File: config.mk
export PLATFORM = sky130hd
export DESIGN_NAME = axil_msi_irq_scheduler_flat
export DESIGN_NICKNAME = d
export VERILOG_FILES = /design/src/rtl/axil_msi_irq_scheduler_pkg.sv /design/src/rtl/axil_msi_irq_scheduler_if.sv /design/src/rtl/axil_msi_irq_scheduler_arb.sv /design/src/rtl/axil_msi_irq_scheduler.sv /design/src/flat_wrapper.sv
export SDC_FILE = /design/constraint.sdc
export NUM_CORES = 1
export LEC_CHECK = 0
export CORE_UTILIZATION = 25
export CTS_CLUSTER_SIZE = 16
export DETAILED_ROUTE_END_ITERATION = 7
export PLACE_DENSITY_LB_ADDON = 0.15
export SLEW_MARGIN = 25
export SYNTH_ARGS = -nofsm -noshare
export SYNTH_HDL_FRONTEND = slang
export SYNTH_SLANG_ARGS = --single-unit
File: constraint.sdc
create_clock -name clk -period 4.9 [get_ports clk]
set_input_delay 0.735 -clock clk [delete_from_list [all_inputs] [get_ports clk]]
set_output_delay 0.735 -clock clk [all_outputs]
set_load 0.02 [all_outputs]
File: src/rtl/axil_msi_irq_scheduler_pkg.sv
// Shared types and helpers for the MSI interrupt scheduler.
package msi_sched_pkg;

  typedef enum logic [1:0] {
    IDLE = 2'd0,
    REQ  = 2'd1,
    GAP  = 2'd2
  } state_e;

  localparam int MAX_VEC_W = 5;

  // Source index -> MSI vector. Sources beyond the allocated range share the top vector.
  function automatic logic [MAX_VEC_W-1:0] vec_map(input logic [MAX_VEC_W-1:0] idx,
                                                   input logic [2:0]           width);
    logic [2:0]         w;
    logic [MAX_VEC_W:0] alloc;
    w     = (width > 3'd5) ? 3'd5 : width;
    alloc = (MAX_VEC_W+1)'(1) << w;
    if ({1'b0, idx} < alloc) vec_map = idx;
    else                     vec_map = alloc[MAX_VEC_W-1:0] - 1'b1;
  endfunction

endpackage

File: src/rtl/axil_msi_irq_scheduler_if.sv
// MSI request/grant pins between the scheduler and the PCIe core.
interface axil_msi_irq_scheduler_if;
  import msi_sched_pkg::*;

  logic                 msi_enable;
  logic [2:0]           msi_vector_width;
  logic                 intx_msi_request;
  logic                 intx_msi_grant;
  logic [MAX_VEC_W-1:0] msi_vector_num;

  // Scheduler side: issues requests.
  modport master (
    input  msi_enable, msi_vector_width, intx_msi_grant,
    output intx_msi_request, msi_vector_num
  );

  // Core side: grants requests.
  modport slave (
    output msi_enable, msi_vector_width, intx_msi_grant,
    input  intx_msi_request, msi_vector_num
  );
endinterface

File: src/rtl/axil_msi_irq_scheduler_arb.sv
// Combinational round-robin picker: first set request at or above ptr, wrapping.
module msi_rr_arbiter #(
  parameter int N     = 8,
  parameter int IDX_W = 3
) (
  input  logic [N-1:0]     req,
  input  logic [IDX_W-1:0] ptr,
  output logic [N-1:0]     gnt_oh,
  output logic [IDX_W-1:0] gnt_idx,
  output logic             any
);

  // Scan N slots starting from ptr; the first hit wins.
  always_comb begin
    int j;
    gnt_oh  = '0;
    gnt_idx = '0;
    any     = 1'b0;
    j       = 0;
    for (int k = 0; k < N; k++) begin
      j = int'(ptr) + k;
      if (j >= N) j = j - N;
      if (!any && req[j]) begin
        any        = 1'b1;
        gnt_oh[j]  = 1'b1;
        gnt_idx    = IDX_W'(j);
      end
    end
  end

endmodule

File: src/rtl/axil_msi_irq_scheduler.sv
// Shares one MSI request/grant port between NUM_SRC edge-triggered interrupt sources.
module axil_msi_irq_scheduler
  import msi_sched_pkg::*;
#(
  parameter int NUM_SRC    = 8,
  parameter int GAP_CYCLES = 2
) (
  input  logic                 clk,
  input  logic                 rst_n,
  input  logic [NUM_SRC-1:0]   irq_src,
  input  logic [NUM_SRC-1:0]   irq_mask,
  output logic [NUM_SRC-1:0]   irq_pending,
  output logic [NUM_SRC-1:0]   irq_overflow,
  input  logic [NUM_SRC-1:0]   ovf_clear,
  output logic                 busy,
  axil_msi_irq_scheduler_if.master msi
);

  localparam int IDX_W = (NUM_SRC > 1) ? $clog2(NUM_SRC) : 1;

  state_e               state_q, state_d;
  logic [3:0]           cnt_q, cnt_d;
  logic [IDX_W-1:0]     rr_q, rr_d;
  logic [IDX_W-1:0]     cur_q, cur_d;
  logic [NUM_SRC-1:0]   cur_oh_q, cur_oh_d;
  logic [MAX_VEC_W-1:0] vec_q, vec_d;
  logic [NUM_SRC-1:0]   src_q;
  logic [NUM_SRC-1:0]   pending_q, pending_d;
  logic [NUM_SRC-1:0]   ovf_q, ovf_d;

  logic [NUM_SRC-1:0]   evt, elig, gnt_clr, ovf_set;
  logic [NUM_SRC-1:0]   pick_oh;
  logic [IDX_W-1:0]     pick_idx;
  logic                 pick_any;
  logic                 granted;

  // A fresh edge is eligible in its own cycle so the request follows it by one clock.
  assign evt  = irq_src & ~src_q;
  assign elig = (pending_q | evt) & ~irq_mask;

  msi_rr_arbiter #(.N(NUM_SRC), .IDX_W(IDX_W)) u_arb (
    .req     (elig),
    .ptr     (rr_q),
    .gnt_oh  (pick_oh),
    .gnt_idx (pick_idx),
    .any     (pick_any)
  );

  // Pending/overflow update; an edge on the granted source in the grant cycle re-arms it quietly.
  always_comb begin
    granted   = (state_q == REQ) && msi.intx_msi_grant;
    gnt_clr   = granted ? cur_oh_q : '0;
    ovf_set   = evt & pending_q & ~gnt_clr;
    pending_d = (pending_q & ~gnt_clr) | evt;
    ovf_d     = (ovf_q & ~ovf_clear) | ovf_set;
  end

  // Request FSM: start from IDLE, hold in REQ until grant, then enforce the idle gap.
  always_comb begin
    state_d  = state_q;
    cnt_d    = cnt_q;
    rr_d     = rr_q;
    cur_d    = cur_q;
    cur_oh_d = cur_oh_q;
    vec_d    = vec_q;
    case (state_q)
      IDLE: begin
        if (msi.msi_enable && pick_any) begin
          cur_d    = pick_idx;
          cur_oh_d = pick_oh;
          vec_d    = vec_map(MAX_VEC_W'(pick_idx), msi.msi_vector_width);
          state_d  = REQ;
        end
      end
      REQ: begin
        if (msi.intx_msi_grant) begin
          rr_d = (cur_q == IDX_W'(NUM_SRC-1)) ? '0 : cur_q + 1'b1;
          if (GAP_CYCLES == 0) begin
            state_d = IDLE;
          end else begin
            state_d = GAP;
            cnt_d   = 4'(GAP_CYCLES-1);
          end
        end
      end
      GAP: begin
        if (cnt_q == '0) state_d = IDLE;
        else             cnt_d   = cnt_q - 1'b1;
      end
      default: state_d = IDLE;
    endcase
  end

  // State registers; reset drops the request and discards all pending work.
  always_ff @(posedge clk or negedge rst_n) begin
    if (!rst_n) begin
      state_q   <= IDLE;
      cnt_q     <= '0;
      rr_q      <= '0;
      cur_q     <= '0;
      cur_oh_q  <= '0;
      vec_q     <= '0;
      src_q     <= '0;
      pending_q <= '0;
      ovf_q     <= '0;
    end else begin
      state_q   <= state_d;
      cnt_q     <= cnt_d;
      rr_q      <= rr_d;
      cur_q     <= cur_d;
      cur_oh_q  <= cur_oh_d;
      vec_q     <= vec_d;
      src_q     <= irq_src;
      pending_q <= pending_d;
      ovf_q     <= ovf_d;
    end
  end

  assign msi.intx_msi_request = (state_q == REQ);
  assign msi.msi_vector_num   = vec_q;
  assign busy                 = (state_q != IDLE);
  assign irq_pending          = pending_q;
  assign irq_overflow         = ovf_q;

endmodule

File: src/flat_wrapper.sv
// flat-port wrapper written by rule: the top's interface ports become plain ports
module axil_msi_irq_scheduler_flat import msi_sched_pkg::*;
#(
  parameter int NUM_SRC    = 8,
  parameter int GAP_CYCLES = 2
)
  (clk, rst_n, irq_src, irq_mask, irq_pending, irq_overflow, ovf_clear, busy, msi_msi_enable, msi_msi_vector_width, msi_intx_msi_grant, msi_intx_msi_request, msi_msi_vector_num);
  axil_msi_irq_scheduler_if msi_i ();
  input  logic clk;
  input  logic rst_n;
  input  logic [NUM_SRC-1:0] irq_src;
  input  logic [NUM_SRC-1:0] irq_mask;
  output logic [NUM_SRC-1:0] irq_pending;
  output logic [NUM_SRC-1:0] irq_overflow;
  input  logic [NUM_SRC-1:0] ovf_clear;
  output logic busy;
  input wire logic [$bits(msi_i.msi_enable)-1:0] msi_msi_enable;
  input wire logic [$bits(msi_i.msi_vector_width)-1:0] msi_msi_vector_width;
  input wire logic [$bits(msi_i.intx_msi_grant)-1:0] msi_intx_msi_grant;
  output wire logic [$bits(msi_i.intx_msi_request)-1:0] msi_intx_msi_request;
  output wire logic [$bits(msi_i.msi_vector_num)-1:0] msi_msi_vector_num;
  assign msi_i.msi_enable = msi_msi_enable;
  assign msi_i.msi_vector_width = msi_msi_vector_width;
  assign msi_i.intx_msi_grant = msi_intx_msi_grant;
  assign msi_intx_msi_request = msi_i.intx_msi_request;
  assign msi_msi_vector_num = msi_i.msi_vector_num;
  axil_msi_irq_scheduler #(.NUM_SRC(NUM_SRC), .GAP_CYCLES(GAP_CYCLES)) u_core (.clk(clk), .rst_n(rst_n), .irq_src(irq_src), .irq_mask(irq_mask), .irq_pending(irq_pending), .irq_overflow(irq_overflow), .ovf_clear(ovf_clear), .busy(busy), .msi(msi_i));
endmodule
==> qor.yml, run 1 <==
critical-path-max-stage-delay_ns: 0.49
cts_root_buf: "clkbuf_16"
cp.depth: 15
grt_pass1_wl_mm: 18.6
relSlewSlack_pct: 50.8
synthCells: 413
seq_area_frac_synth_pct: 32.1
clock_path_buffers: 2
critPathBufInv: 2
synth_area_um2: 3820
cts_sinks: 49
leakagePower_uw: 0.00207
gr-usage-all-layers_pct: 15.0
status: "complete, but fails checks"
drtAntennaViolNets: 0
path_delay_family: "compound AO/OA/AOI/OAI gates"
synthAdderAreaFrac_pct: 5.24
synth-main-ff-cell: "dfrtp_1"
rrSetupSlack_ns: 0.62
path_clk_slew_ns: 0.07
grt.overflow.total: 0
coreArea_um2: 14700
hp-class: "reg -> reg"
clock.fmax_ghz: 0.234
num_io_pins: 54
hold_viol_final: 0
worstMarginPinSlew_ns: 0.731
postCtsSetupBuffers: 0
setup_tns_ns: 0
synth_compound_area_share_pct: 24.2
die_w_um: 126
crit_start: "u_core.rr_q[0]$_DFFE_PN0P_"
syn_nets: 460
num-nets-final: 522
dr.pass1.iters: 7
hpwlAfterDp_mm: 9.19
worst_ep_arrival_time_ns: 4.46
cts_buffers: 5
path_cells: "inv_2, ha_1, xor2_2, a211oi_1, a2111oi_0, or4_1, nand2_4, nor3_1, nor2_1, o21ai_0, inv_1, ha_1, a21o_1, o21a_1, o311a_1"
hold_buffers: 0
drv_cap: 0
critPathMaxFanout: 10
insertion_delay_ns: 0.29
crit_top_cell: "ha_1"
synth_mux_area_share_pct: 12.9
start_util_pct: 26.0
drc: 7
r2r-end: "u_core.msi.msi_vector_num[1]$_DFFE_PN0P_"
grt_setup_unrepaired: "no"
nFillCells: 1541
rr_startpoint: "u_core.rr_q[0]$_DFFE_PN0P_"
synthXorXnorAreaFrac_pct: 1.83
violations: "DRC"
wl_mm: 11.7
num_rows: 44
dr_total_vias: 3455
finalMaxSlewViolations: 0
synthSimpleGateAreaFrac_pct: 18.3
drive_above_1_share_pct: 14.7
viasPerCell: 5.23
slowest_stage: "xor2_2"
period_share_pct: 87.3
endpoint: "u_core.msi.msi_vector_num[1]$_DFFE_PN0P_"
p_per_area_nw_per_um2: 781
finalClockSkew_ns: 0.00717
fin_crit_ns: 4.28
multiInputGateArea_um2: 2390
final_util_pct: 32.7
syn2layout_area_growth_pct: 26.0
die-height_um: 126
cp-start-kind: "flop"
seq_area_um2: 1230
grt_max_degree: 50
grt_pass1_vias: 3342
port_buffers: 53
synth-seq-cells: 49
yosys.cell_types.count: 72
synth_edf_count: 0
antenna_cells: 0
ys_warn_count: 0
cts_resized: 0
finalSetupViolCount: 0
reg2reg_depth: 15
cts_htree_levels: 2
crit_type: "reg -> reg"
async_flop_share_pct: 100
worst_setup_path_end_kind: "flop"
synth_top_family_by_area: "compound AO/OA/AOI/OAI gates"
cp.required_ns: 5.08
wl_per_cell_um: 17.7
cts_tree: "done"
die_area_um2: 15800
antenna_found_initial: 0
vdd_drop_max_uv: 300
gp_congestion: 0.901
drtIter0Drc: 323
layout_common_cells: "66 x nand2_1, 52 x clkdlybuf4s50_1, 49 x dfrtp_1, 27 x inv_1, 19 x buf_4"
layout_commonest_cell: "nand2_1"
syn_avg_cell_area_um2: 9.25
worst register-to-register path, delay by kind of cell, from the launching register on:
| kind | cells | cell delay, ns |
|---|---|---|
| AO/OA/AOI/OAI | 6 | 1.40 |
| AND/OR/NAND/NOR | 4 | 1.05 |
| adder cells (fa/ha/maj) | 2 | 0.70 |
| flip-flops | 1 | 0.39 |
| buffers and inverters | 2 | 0.14 |
| XOR/XNOR | 1 | 0.50 |
how the worst min path moves through the flow:
stage,cells past startpoint,endpoint,startpoint
after floorplan,0,u_core.cnt_q[0]$_DFFE_PN0P_,rst_n
after global placement,1,u_core.cur_oh_q[6]$_DFFE_PN0P_,u_core.cur_oh_q[6]$_DFFE_PN0P_
after detailed placement,1,u_core.msi.msi_vector_num[3]$_DFFE_PN0P_,u_core.msi.msi_vector_num[3]$_DFFE_PN0P_
after CTS,1,u_core.msi.msi_vector_num[3]$_DFFE_PN0P_,u_core.msi.msi_vector_num[3]$_DFFE_PN0P_
after global routing,1,u_core.msi.msi_vector_num[3]$_DFFE_PN0P_,u_core.msi.msi_vector_num[3]$_DFFE_PN0P_
final,1,u_core.msi.msi_vector_num[3]$_DFFE_PN0P_,u_core.msi.msi_vector_num[3]$_DFFE_PN0P_
routing by layer:
metal | wire [um] | global-route usage (%) | vias to the layer above | share of wire (%)
met1 | 5560 | 20.4 | 1672 | 48
li1 | - | - | 1659 | -
met3 | 586 | 2.59 | 16 | 5.0
met2 | 5380 | 25.1 | 108 | 46
met4 | 172 | 3.08 | 0 | 1.5
met5 | 0 | 0 | - | 0
synthesized netlist by cell type (all sizes together), types with 13 or more instances:
cell | number | area share, %
nor2 | 17 | 1.7
a21o | 13 | 2.6
ha | 16 | 5.2
mux4 | 13 | 7.7
a21oi | 19 | 2.6
o21ai | 20 | 2.7
nand2b | 13 | 2.3
nand2 | 67 | 6.8
mux2i | 16 | 4.4
inv | 30 | 2.9
dfrtp | 49 | 32
where the power goes:
group | switching, uW | leakage, uW | total, uW | internal, uW
sequential | 83.0 | 0.000582 | 606 | 523
clock | 155 | 0.0000810 | 397 | 242
combinational | 1620 | 0.00140 | 2760 | 1140
total | 1860 | 0.00207 | 3760 | 1900
cells by family (layout without fill, tap and decap cells):
logic type	count (synthesis)	in the layout
AOI/OAI and AO/OA	122	122
and+or+nand+nor	141	141
DFF	49	49
adders and majority gates	16	16
muxes	32	32
buffers and inverters	48	111
xor gates and xnor gates	5	5
through the flow:
stage          worst slack [ns]  hold slack [ns]  power, uW  cells  cell area [um^2]
2_1_floorplan             0.852            0.439       2570    413              3820
3_3_place_gp              0.367            0.470       3370    652              4650
3_5_place_dp              0.302            0.477       3350    652              4650
4_1_cts                   0.569            0.496       3770    660              4810
5_1_grt                   0.334            0.502       4030    660              4810
6_report                  0.621            0.489       3760    660              4810
cell type report:
cell class,instances,share of cell area [%]
clock buffer,6,2.68
clock inverter,2,0.806
inverter,30,2.34
multi-input combinational,316,49.6
sequential,49,25.5
tap,184,4.78
timing repair buffer,73,14.3
state kept, by name (all words and copies together), names as in the netlist:
name and flops:
u_core.irq_overflow 8, u_core.cur_oh_q 8, u_core.src_q 8, u_core.state_q 2
u_core.rr_q 3, u_core.cur_q 3, u_core.irq_pending 8, u_core.msi.msi_vector_num 5
u_core.cnt_q 4
Note: power is estimated with default switching activity, not from simulation.
==> run 2: changes to the inputs <==
CORE_UTILIZATION = 50   (was 25)
==> qor.yml, run 2 (same netlist as run 1, synthesis figures left out) <==
status: "complete, no violations"
cp-start-kind: "input port"
num-nets-final: 518  # -0.77%
placedCellCount: 563  # -14%
viasPerCell: 6.10  # +16%
gr-usage-all-layers_pct: 28.4  # +13 points
hp-class: "in -> async"
final_util_pct: 62.9  # +30 points
grt_pass1_wl_mm: 16.9  # -9.3%
start_util_pct: 52.1  # +26 points
rrSetupSlack_ns: 0.63  # about the same
p_switching_uw: 1820  # -1.9%
die-height_um: 89.4  # -29%
clock.fmax_ghz: 0.223  # -4.4%
p_seq_share_pct: 16.7  # +0.6 points
hold_viol_final: 0  # unchanged
drive_above_1_share_pct: 14.0  # -0.72 points
critPathBufInv: 1  # -1
fin_crit_ns: 4.48  # +0.197 ns
dr_total_vias: 3481  # +0.75%
slowest_stage: "a21oi_1"
num_rows: 31  # -30%
grt_pass1_vias: 3364  # +0.66%
cts_buffers: 5  # unchanged
cts_sinks: 49  # unchanged
nFillCells: 619  # -60%
drtAntennaViolNets: 0  # unchanged
power.total_uw: 3610  # -4.1%
insertion_delay_ns: 0.30  # about the same
crit_start: "irq_src[3]"
crit_type: "in -> reg"
dr.pass1.iters: 4  # -3
die_area_um2: 7990  # -49%
drtIter0Drc: 272  # -16%
cts_root_buf: "clkbuf_8"
critical-path-max-stage-delay_ns: 0.58  # +0.09 ns
endpoint: "u_core.msi.msi_vector_num[1]$_DFFE_PN0P_"
layout_commonest_cell: "nand2_1"
critPathMaxFanout: 11  # +1
cts_resized: 0  # unchanged
hold_buffers: 0  # unchanged
path_cells: "clkdlybuf4s50_1, nand2b_1, a21oi_1, mux2i_1, o221a_2, a2bb2oi_4, a21oi_1, o311a_1, o31ai_4, o21ai_2, ha_1, nand2_1, a31oi_2, o21a_1, o311a_1"
syn2layout_area_growth_pct: 20.7
grt.overflow.total: 0  # unchanged
wl_per_cell_um: 18.9  # +6.7%
grt_max_degree: 50  # unchanged
p_comb_share_pct: 75.2  # +1.9 points
path_delay_family: "compound AO/OA/AOI/OAI gates"
vdd_drop_max_uv: 465  # +55%
grt_setup_unrepaired: "no"
num_io_pins: 54  # unchanged
port_buffers: 53  # unchanged
rr_startpoint: "u_core.rr_q[0]$_DFFE_PN0P_"
worst_ep_arrival_time_ns: 4.67  # +0.21 ns
p_per_area_nw_per_um2: 783  # +0.15%
drc: 0  # -7
seq_area_um2: 1230  # unchanged
p_sw_share_pct: 50.5  # +1.1 points
r2r-end: "u_core.msi.msi_vector_num[1]$_DFFE_PN0P_"
worst_setup_path_end_kind: "flop"
leakagePower_uw: 0.00202  # -2.4%
p_clk_share_pct: 8.1  # -2.5 points
cp.required_ns: 5.09  # about the same
hpwlAfterDp_mm: 8.43  # -8.3%
intPower_uw: 1790  # -6.2%
cts_tree: "done"
layout_common_cells: "66 x nand2_1, 52 x clkdlybuf4s50_1, 49 x dfrtp_1, 27 x inv_1, 18 x a21oi_1"
multiInputGateArea_um2: 2390  # unchanged
die_w_um: 89.4  # -29%
worstMarginPinSlew_ns: 0.811  # +0.0801 ns
cp.depth: 15  # unchanged
clock_path_buffers: 2  # unchanged
finalMaxSlewViolations: 0  # unchanged
coreArea_um2: 7330  # -50%
drv_cap: 0  # unchanged
setup_tns_ns: 0  # unchanged
reg2reg_depth: 15  # unchanged
wl_mm: 10.8  # -7.7%
path_clk_slew_ns: 0.09  # +0.02 ns
finalSetupViolCount: 0  # unchanged
relSlewSlack_pct: 45.4  # -5.4 points
period_share_pct: 91.3  # +4.0 points
cts_htree_levels: 2  # unchanged
gp_congestion: 0.933  # +3.5%
antenna_found_initial: 0  # unchanged
stdcell_count: 571  # -13%
postCtsSetupBuffers: 0  # unchanged
finalClockSkew_ns: 0.00544  # -0.00173 ns
antenna_cells: 0  # unchanged
-- run 2: cell count changes in the layout (fill, tap and decap cells not counted) --
cell and delta:
buf_2 -1, buf_12 -1, clkbuf_8 +5, clkbuf_16 -5
buf_4 -2
-- run 2: worst min path at each step --
stage / start / to / depth (start not counted)
after floorplan: rst_n / u_core.cnt_q[0]$_DFFE_PN0P_ / 0
after global placement: u_core.cur_oh_q[6]$_DFFE_PN0P_ / u_core.cur_oh_q[6]$_DFFE_PN0P_ / 1
after global routing: rst_n / u_core.src_q[4]$_DFF_PN0_ / 1
after CTS: rst_n / u_core.src_q[4]$_DFF_PN0_ / 1
final: rst_n / u_core.src_q[4]$_DFF_PN0_ / 1
after detailed placement: u_core.cur_oh_q[5]$_DFFE_PN0P_ / u_core.cur_oh_q[5]$_DFFE_PN0P_ / 2
-- run 2: area by class of cell --
| cell class | count | area share, % |
|---|---|---|
| multi-input combinational | 316 | 51.8 |
| clock inverter | 2 | 0.841 |
| clock buffer | 6 | 1.57 |
| tap | 99 | 2.69 |
| timing repair buffer | 69 | 14.1 |
| sequential | 49 | 26.6 |
| inverter | 30 | 2.44 |
-- run 2: worst reg2reg max path, stage by stage (launching register included) --
cell,delay (ns)
dfrtp_1,0.41
inv_2,0.07
ha_1,0.38
xor2_2,0.47
a211oi_1,0.12
a2111oi_0,0.42
or4_1,0.38
nand2_4,0.11
nor3_1,0.44
nor2_1,0.09
o21ai_0,0.24
inv_1,0.07
ha_1,0.31
a21o_1,0.16
o21a_1,0.21
o311a_1,0.29
-- run 2: power by group through the flow --
stage          sequential [uW]  combinational, uW  clock, uW
3_3_place_gp               610               2650          0
6_report                   604               2710        291
3_5_place_dp               612               2680          0
2_1_floorplan              658               1910          0
4_1_cts                    605               2690        295
5_1_grt                    619               2930        313
-- run 2: routing by layer --
| metal | global-route usage (%) | wire length [um] | vias to the layer above | share of wire (%) |
|---|---|---|---|---|
| li1 | - | - | 1655 | - |
| met1 | 38.0 | 4660 | 1667 | 43 |
| met2 | 46.8 | 5180 | 137 | 48 |
| met3 | 5.26 | 693 | 22 | 6.4 |
| met4 | 9.09 | 258 | 0 | 2.4 |
| met5 | 0 | 0 | - | 0 |
-- run 2: metrics by stage --
| stage | instance area, um^2 | hold slack (ns) | setup WS (ns) |
|---|---|---|---|
| 4_1_cts | 4610 | 0.456 | 0.446 |
| 3_5_place_dp | 4500 | 0.468 | 0.135 |
| 3_3_place_gp | 4500 | 0.465 | 0.225 |
| 5_1_grt | 4610 | 0.477 | 0.169 |
| 2_1_floorplan | 3820 | 0.439 | 0.852 |
| 6_report | 4610 | 0.431 | 0.424 |
